<file path="src/rtl/qpsk_pkg.sv">
// Shared constants for the 8-chip QPSK demap path: state encoding, symbol
// length, sync pattern and the four chip patterns with their dibit map.
package qpsk_pkg;

   typedef enum logic [1:0] {
      ST_SEARCH = 2'd0,
      ST_VERIFY = 2'd1,
      ST_LOCKED = 2'd2
   } qpsk_state_t;

   localparam int CHIPS_PER_SYM = 8;
   localparam logic [2:0] LAST_POS = 3'(CHIPS_PER_SYM - 1);

   localparam logic [7:0] PAT_D00  = 8'b11110000;
   localparam logic [7:0] PAT_D01  = 8'b11000011;
   localparam logic [7:0] PAT_D10  = 8'b00001111;
   localparam logic [7:0] PAT_D11  = 8'b00111100;
   localparam logic [7:0] SYNC_PAT = PAT_D00;

   // 4-bit up-count that sticks at its maximum instead of wrapping
   function automatic logic [3:0] sat_inc4(input logic [3:0] v);
      return (v == 4'hF) ? v : v + 4'd1;
   endfunction

endpackage

</file>
<file path="src/rtl/qpsk_sync_ctrl_if.sv">
// Chip input and symbol output bundle of the QPSK sync controller.
interface qpsk_sync_ctrl_if;
   logic       chip_en;
   logic       x;
   logic       sym_stb;
   logic [1:0] dibit;
   logic       dibit_vld;
   logic       sym_err;
   logic       locked;
   logic [1:0] state;

   modport master (
      output chip_en, x,
      input  sym_stb, dibit, dibit_vld, sym_err, locked, state
   );

   modport slave (
      input  chip_en, x,
      output sym_stb, dibit, dibit_vld, sym_err, locked, state
   );
endinterface

</file>
<file path="src/rtl/qpsk_chip_demap.sv">
// Combinational 8-chip window decoder: valid flag plus dibit for the four
// legal chip patterns; any other window is reported invalid with dibit 00.
module qpsk_chip_demap
   import qpsk_pkg::*;
(
   input  logic [7:0] win,
   output logic       valid,
   output logic [1:0] dibit
);

   // pattern lookup
   always_comb begin
      valid = 1'b1;
      dibit = 2'b00;
      case (win)
         PAT_D00: dibit = 2'b00;
         PAT_D01: dibit = 2'b01;
         PAT_D10: dibit = 2'b10;
         PAT_D11: dibit = 2'b11;
         default: begin
            valid = 1'b0;
            dibit = 2'b00;
         end
      endcase
   end

endmodule

</file>
<file path="src/rtl/qpsk_sync_ctrl.sv">
// Symbol-timing and lock controller: hunts for SYNC, verifies it over
// LOCK_HITS symbols, then demaps one dibit per 8 chips until LOSS_MISSES misses.
module qpsk_sync_ctrl
   import qpsk_pkg::*;
#(
   parameter int LOCK_HITS   = 4,
   parameter int LOSS_MISSES = 3
)(
   input  logic          clk,
   input  logic          reset,
   qpsk_sync_ctrl_if.slave bus
);

   localparam logic [3:0] LOCK_HITS_C   = 4'(LOCK_HITS);
   localparam logic [3:0] LOSS_MISSES_C = 4'(LOSS_MISSES);

   // The window always contains this cycle's chip, so only 7 past chips are kept
   logic [6:0]  sr_r,     sr_nxt;
   logic [2:0]  pos_r,    pos_nxt;
   logic [3:0]  hit_r,    hit_nxt;
   logic [3:0]  miss_r,   miss_nxt;
   qpsk_state_t state_r,  state_nxt;
   logic        stb_r,    stb_nxt;
   logic [1:0]  dibit_r,  dibit_nxt;
   logic        vld_r,    vld_nxt;
   logic        err_r,    err_nxt;
   logic        locked_r, locked_nxt;

   logic [7:0]  win;
   logic        boundary;
   logic        dm_valid;
   logic [1:0]  dm_dibit;

   assign win      = {sr_r, bus.x};
   assign boundary = bus.chip_en && (pos_r == LAST_POS);

   qpsk_chip_demap u_demap (
      .win   (win),
      .valid (dm_valid),
      .dibit (dm_dibit)
   );

   // next-state, counters and output decisions
   always_comb begin
      sr_nxt     = sr_r;
      pos_nxt    = pos_r;
      hit_nxt    = hit_r;
      miss_nxt   = miss_r;
      state_nxt  = state_r;
      stb_nxt    = 1'b0;
      dibit_nxt  = dibit_r;
      vld_nxt    = 1'b0;
      err_nxt    = 1'b0;
      if (bus.chip_en) begin
         sr_nxt  = win[6:0];
         pos_nxt = pos_r + 3'd1;
         case (state_r)
            ST_SEARCH: begin
               if (win == SYNC_PAT) begin
                  pos_nxt   = 3'd0;
                  hit_nxt   = 4'd1;
                  miss_nxt  = 4'd0;
                  state_nxt = (LOCK_HITS == 1) ? ST_LOCKED : ST_VERIFY;
               end else begin
                  hit_nxt  = 4'd0;
                  miss_nxt = 4'd0;
               end
            end
            ST_VERIFY: begin
               if (boundary && (win == SYNC_PAT)) begin
                  hit_nxt = sat_inc4(hit_r);
                  if (hit_nxt >= LOCK_HITS_C) begin
                     state_nxt = ST_LOCKED;
                     miss_nxt  = 4'd0;
                  end else begin
                     state_nxt = ST_VERIFY;
                  end
               end else if (boundary) begin
                  state_nxt = ST_SEARCH;
                  pos_nxt   = 3'd0;
                  hit_nxt   = 4'd0;
                  miss_nxt  = 4'd0;
               end else begin
                  state_nxt = ST_VERIFY;
               end
            end
            ST_LOCKED: begin
               if (boundary) begin
                  stb_nxt = 1'b1;
                  if (dm_valid) begin
                     dibit_nxt = dm_dibit;
                     vld_nxt   = 1'b1;
                     miss_nxt  = 4'd0;
                  end else begin
                     err_nxt  = 1'b1;
                     miss_nxt = sat_inc4(miss_r);
                     if (miss_nxt >= LOSS_MISSES_C) begin
                        state_nxt = ST_SEARCH;
                        pos_nxt   = 3'd0;
                        hit_nxt   = 4'd0;
                        miss_nxt  = 4'd0;
                     end else begin
                        state_nxt = ST_LOCKED;
                     end
                  end
               end else begin
                  state_nxt = ST_LOCKED;
               end
            end
            default: begin
               state_nxt = ST_SEARCH;
               pos_nxt   = 3'd0;
               hit_nxt   = 4'd0;
               miss_nxt  = 4'd0;
            end
         endcase
      end else begin
         sr_nxt = sr_r;
      end
      locked_nxt = (state_nxt == ST_LOCKED);
   end

   // state and output registers
   always_ff @(posedge clk) begin
      if (reset) begin
         sr_r     <= 7'd0;
         pos_r    <= 3'd0;
         hit_r    <= 4'd0;
         miss_r   <= 4'd0;
         state_r  <= ST_SEARCH;
         stb_r    <= 1'b0;
         dibit_r  <= 2'b00;
         vld_r    <= 1'b0;
         err_r    <= 1'b0;
         locked_r <= 1'b0;
      end else begin
         sr_r     <= sr_nxt;
         pos_r    <= pos_nxt;
         hit_r    <= hit_nxt;
         miss_r   <= miss_nxt;
         state_r  <= state_nxt;
         stb_r    <= stb_nxt;
         dibit_r  <= dibit_nxt;
         vld_r    <= vld_nxt;
         err_r    <= err_nxt;
         locked_r <= locked_nxt;
      end
   end

   assign bus.sym_stb   = stb_r;
   assign bus.dibit     = dibit_r;
   assign bus.dibit_vld = vld_r;
   assign bus.sym_err   = err_r;
   assign bus.locked    = locked_r;
   assign bus.state     = state_r;

endmodule

</file>
<file path="src/flat_wrapper.sv">
// flat-port wrapper written by rule: the top's interface ports become plain ports
module qpsk_sync_ctrl_flat import qpsk_pkg::*;
#(
   parameter int LOCK_HITS   = 4,
   parameter int LOSS_MISSES = 3
)
  (clk, reset, bus_chip_en, bus_x, bus_sym_stb, bus_dibit, bus_dibit_vld, bus_sym_err, bus_locked, bus_state);
  qpsk_sync_ctrl_if bus_i ();
  input  logic clk;
  input  logic reset;
  input wire logic [$bits(bus_i.chip_en)-1:0] bus_chip_en;
  input wire logic [$bits(bus_i.x)-1:0] bus_x;
  output wire logic [$bits(bus_i.sym_stb)-1:0] bus_sym_stb;
  output wire logic [$bits(bus_i.dibit)-1:0] bus_dibit;
  output wire logic [$bits(bus_i.dibit_vld)-1:0] bus_dibit_vld;
  output wire logic [$bits(bus_i.sym_err)-1:0] bus_sym_err;
  output wire logic [$bits(bus_i.locked)-1:0] bus_locked;
  output wire logic [$bits(bus_i.state)-1:0] bus_state;
  assign bus_i.chip_en = bus_chip_en;
  assign bus_i.x = bus_x;
  assign bus_sym_stb = bus_i.sym_stb;
  assign bus_dibit = bus_i.dibit;
  assign bus_dibit_vld = bus_i.dibit_vld;
  assign bus_sym_err = bus_i.sym_err;
  assign bus_locked = bus_i.locked;
  assign bus_state = bus_i.state;
  qpsk_sync_ctrl #(.LOCK_HITS(LOCK_HITS), .LOSS_MISSES(LOSS_MISSES)) u_core (.clk(clk), .reset(reset), .bus(bus_i));
endmodule
</file>
<file path="config.mk">
export PLATFORM = sky130hd
export DESIGN_NAME = qpsk_sync_ctrl_flat
export DESIGN_NICKNAME = d
export VERILOG_FILES = /design/src/rtl/qpsk_pkg.sv /design/src/rtl/qpsk_sync_ctrl_if.sv /design/src/rtl/qpsk_chip_demap.sv /design/src/rtl/qpsk_sync_ctrl.sv /design/src/flat_wrapper.sv
export SDC_FILE = /design/constraint.sdc
export NUM_CORES = 1
export LEC_CHECK = 0
export CORE_ASPECT_RATIO = 1.75
export CORE_MARGIN = 1.5
export CORE_UTILIZATION = 45
export CTS_CLUSTER_SIZE = 30
export DETAILED_ROUTE_END_ITERATION = 6
export GPL_TIMING_DRIVEN = 1
export PLACE_DENSITY = 0.71
export SLEW_MARGIN = 20
export SYNTH_ARGS = -nofsm -noshare
export SYNTH_HDL_FRONTEND = slang
export SYNTH_HIERARCHICAL = 1
export SYNTH_SLANG_ARGS = --single-unit
</file>
<file path="constraint.sdc">
create_clock -name clk -period 2.79 [get_ports clk]
set_clock_uncertainty 0.2 [all_clocks]
set_input_delay 0.279 -clock clk [delete_from_list [all_inputs] [get_ports clk]]
set_output_delay 0.279 -clock clk [all_outputs]
set_load 0.02 [all_outputs]
</file>
==> impl_metrics.json <==
{
  "status": "complete, no violations",
  "gp_congestion": 0.820,
  "clock_sinks": 26,
  "synth_commonest_cells": "26 x dfxtp_1, 18 x nor2_1, 11 x mux2i_1",
  "antenna_found_initial": 0,
  "antenna_left": 0,
  "arrival_ps": 2320,
  "clock_path_buffers": 2,
  "min_period_ps": 2350,
  "cts_buffers": 3,
  "fin_setup_tns_ps": 0,
  "yosys_warnings": 6,
  "fin_nets": 171,
  "clock_latency_ps": 270,
  "grt_overflow": 0,
  "synthDistinctLibCells": 47,
  "layout_setup_ws_ps": 436,
  "synth_top_family_by_area": "simple AND/OR/NAND/NOR gates",
  "track_usage": 0.175,
  "rsz0062_at_grt": "no",
  "ctsHoldBuffers": 0,
  "async_flop_share": 0,
  "fp.dieW_um": 44.8,
  "worstMarginPinSlew_ps": 495,
  "synthToLayoutAreaGrowth_pct": 14.7,
  "synth-main-ff-cell": "dfxtp_1",
  "yosys.area_share.adder": 0.0364,
  "synth_area_leaders": "dfxtp_1 38%, mux2i_1 8.0%, nor2_1 4.9%, ha_1 3.6%, o21ai_0 3.6%",
  "crit_chain": "or4bb_2, a22oi_1, inv_1, or3_1, mux2i_1, nor2_1",
  "synthXorXnorAreaFrac": 0.00636,
  "cts.reportedPaths.clkPinSlew_ps": 90,
  "cp.required_ps": 2760,
  "cts_tree": "built",
  "grt_pass1_vias": 1070,
  "synthMuxAreaShare": 0.0800,
  "cpPeakStageDelay_ps": 660,
  "irDropWorstVdd_uv": 339,
  "drt-initial-drc-count": 21,
  "leakage_nw": 0.588,
  "path_delay_family": "simple AND/OR/NAND/NOR gates",
  "final_hold_viol_count": 0,
  "syn_area_sq_mm": 0.00138,
  "drt_first_pass_iters": 4,
  "syn_avg_cell_area_sq_um": 9.18,
  "n_antenna_cell": 0,
  "start_kind": "register",
  "portBuffers": 11,
  "timing.fmax_ghz": 0.425,
  "syn-num-nets": 158,
  "cp_max_fo": 5,
  "path_class": "register to register",
  "vias": 1151,
  "relSlewSlack": 0.669,
  "hold_path.class": "register to register",
  "cts_setup_buffers": 0,
  "setup_viol": 0,
  "synth_compound_area_frac": 0.218,
  "row_count": 26,
  "dieHeight_um": 76.2,
  "post_cts_resized": 0,
  "synth_edf_count": 0,
  "path_buf_inv": 1,
  "yosys_register_bits": 26,
  "hold_slack_ps": 285,
  "dieArea_sq_mm": 0.00341,
  "ys_seq_area_frac": 0.378,
  "place.detailed.hpwl_mm": 2.10,
  "pre_cts_slack_ps": 256,
  "synthDominantCellAreaShare": 0.378,
  "io_pins": 12,
  "drive_gt1_frac": 0.105,
  "clock_tree.root_cell": "clkbuf_8",
  "p_per_area_mw_per_mm2": 460,
  "grt_pass1_wl_mm": 4.73,
  "synth-simple-area-share": 0.250,
  "viasPerCell": 6.06,
  "cp_slowest_cell": "or4bb_2",
  "synth_cells": 150,
  "finalCritPeriodShare": 0.844,
  "yosysMostFrequentCell": "dfxtp_1",
  "core_sq_mm": 0.00293,
  "maxCapViolations": 0,
  "grt_max_degree": 15,
  "drc": 0,
  "drt_wl_total_mm": 2.72,
  "endpoint_kind": "register",
  "initial_core_util": 0.470,
  "wl_per_cell_um": 14.3,
  "htreeDepth": 1,
  "drv_slew": 0,
  "yosysTopAreaCell": "dfxtp_1"
}
where the power goes:
group | total (W) | switching (W) | internal, W
logic | 0.0000879 | 0.0000446 | 0.0000433
registers | 0.000399 | 0.0000139 | 0.000386
clock network | 0.000239 | 0.000113 | 0.000126
total | 0.000726 | 0.000172 | 0.000555
layout make-up:
class,instances,area [sq um]
flip-flops and latches,26,520
well taps,28,35.0
clock buffers,4,55.1
fillers,256,1350
multi-input cells,113,813
repair buffers,15,140
inverters,4,15.0
registers in the layout (all words and copies together) (netlist names):
name	count
u_core/pos_r	3
u_core/bus.locked	1
u_core/bus.sym_err	1
u_core/sr_r	7
u_core/miss_r	4
u_core/bus.sym_stb	1
u_core/bus.state	2
u_core/bus.dibit_vld	1
u_core/hit_r	4
u_core/bus.dibit	2
routing by layer:
layer,global-route usage,share of wire
met1,0.218,0.44
met2,0.300,0.53
met3,0.0213,0.023
met4,0.0529,0.013
met5,0,0
placed cells by master (no fill, tap or decap), types with 3 or more instances in the layout:
cell type / count
and2_1: 4
inv_1: 4
o21ai_0: 10
dfxtp_1: 26
a21oi_1: 5
a31oi_1: 3
nand3_1: 8
clkdlybuf4s50_1: 11
nor2_1: 18
nor3_1: 4
mux2i_1: 11
nand2_1: 3
nand2b_1: 4
buf_4: 4
clkbuf_8: 4
ha_1: 4
through the flow:
step                utilization  cells  instance area [sq um]  power [W]
floorplan                     -    150                   1380   0.000471
global placement          0.521    186                   1520   0.000493
detailed placement        0.521    186                   1520   0.000496
CTS                       0.539    190                   1580   0.000736
global route              0.539    190                   1580   0.000764
finish                    0.539    190                   1580   0.000726
logic make-up after synthesis:
logic type,Yosys count
AO/OA/AOI/OAI,38
adder cells (fa/ha/maj),4
multiplexers,11
AND/OR/NAND/NOR,59
buffers and inverters,11
XOR/XNOR,1
flip-flops,26
final timing paths:
path	slack (ps)	to	from	depth (start not counted)
max	440	u_core/bus.dibit[1]	u_core/sr_r[2]	6
min	280	u_core/pos_r[2]	u_core/pos_r[2]	1
max reg2reg	440	u_core/bus.dibit[1]	u_core/sr_r[2]	6
min reg2reg	280	u_core/pos_r[2]	u_core/pos_r[2]	1
No activity file was read; power rests on OpenSTA's default activity.
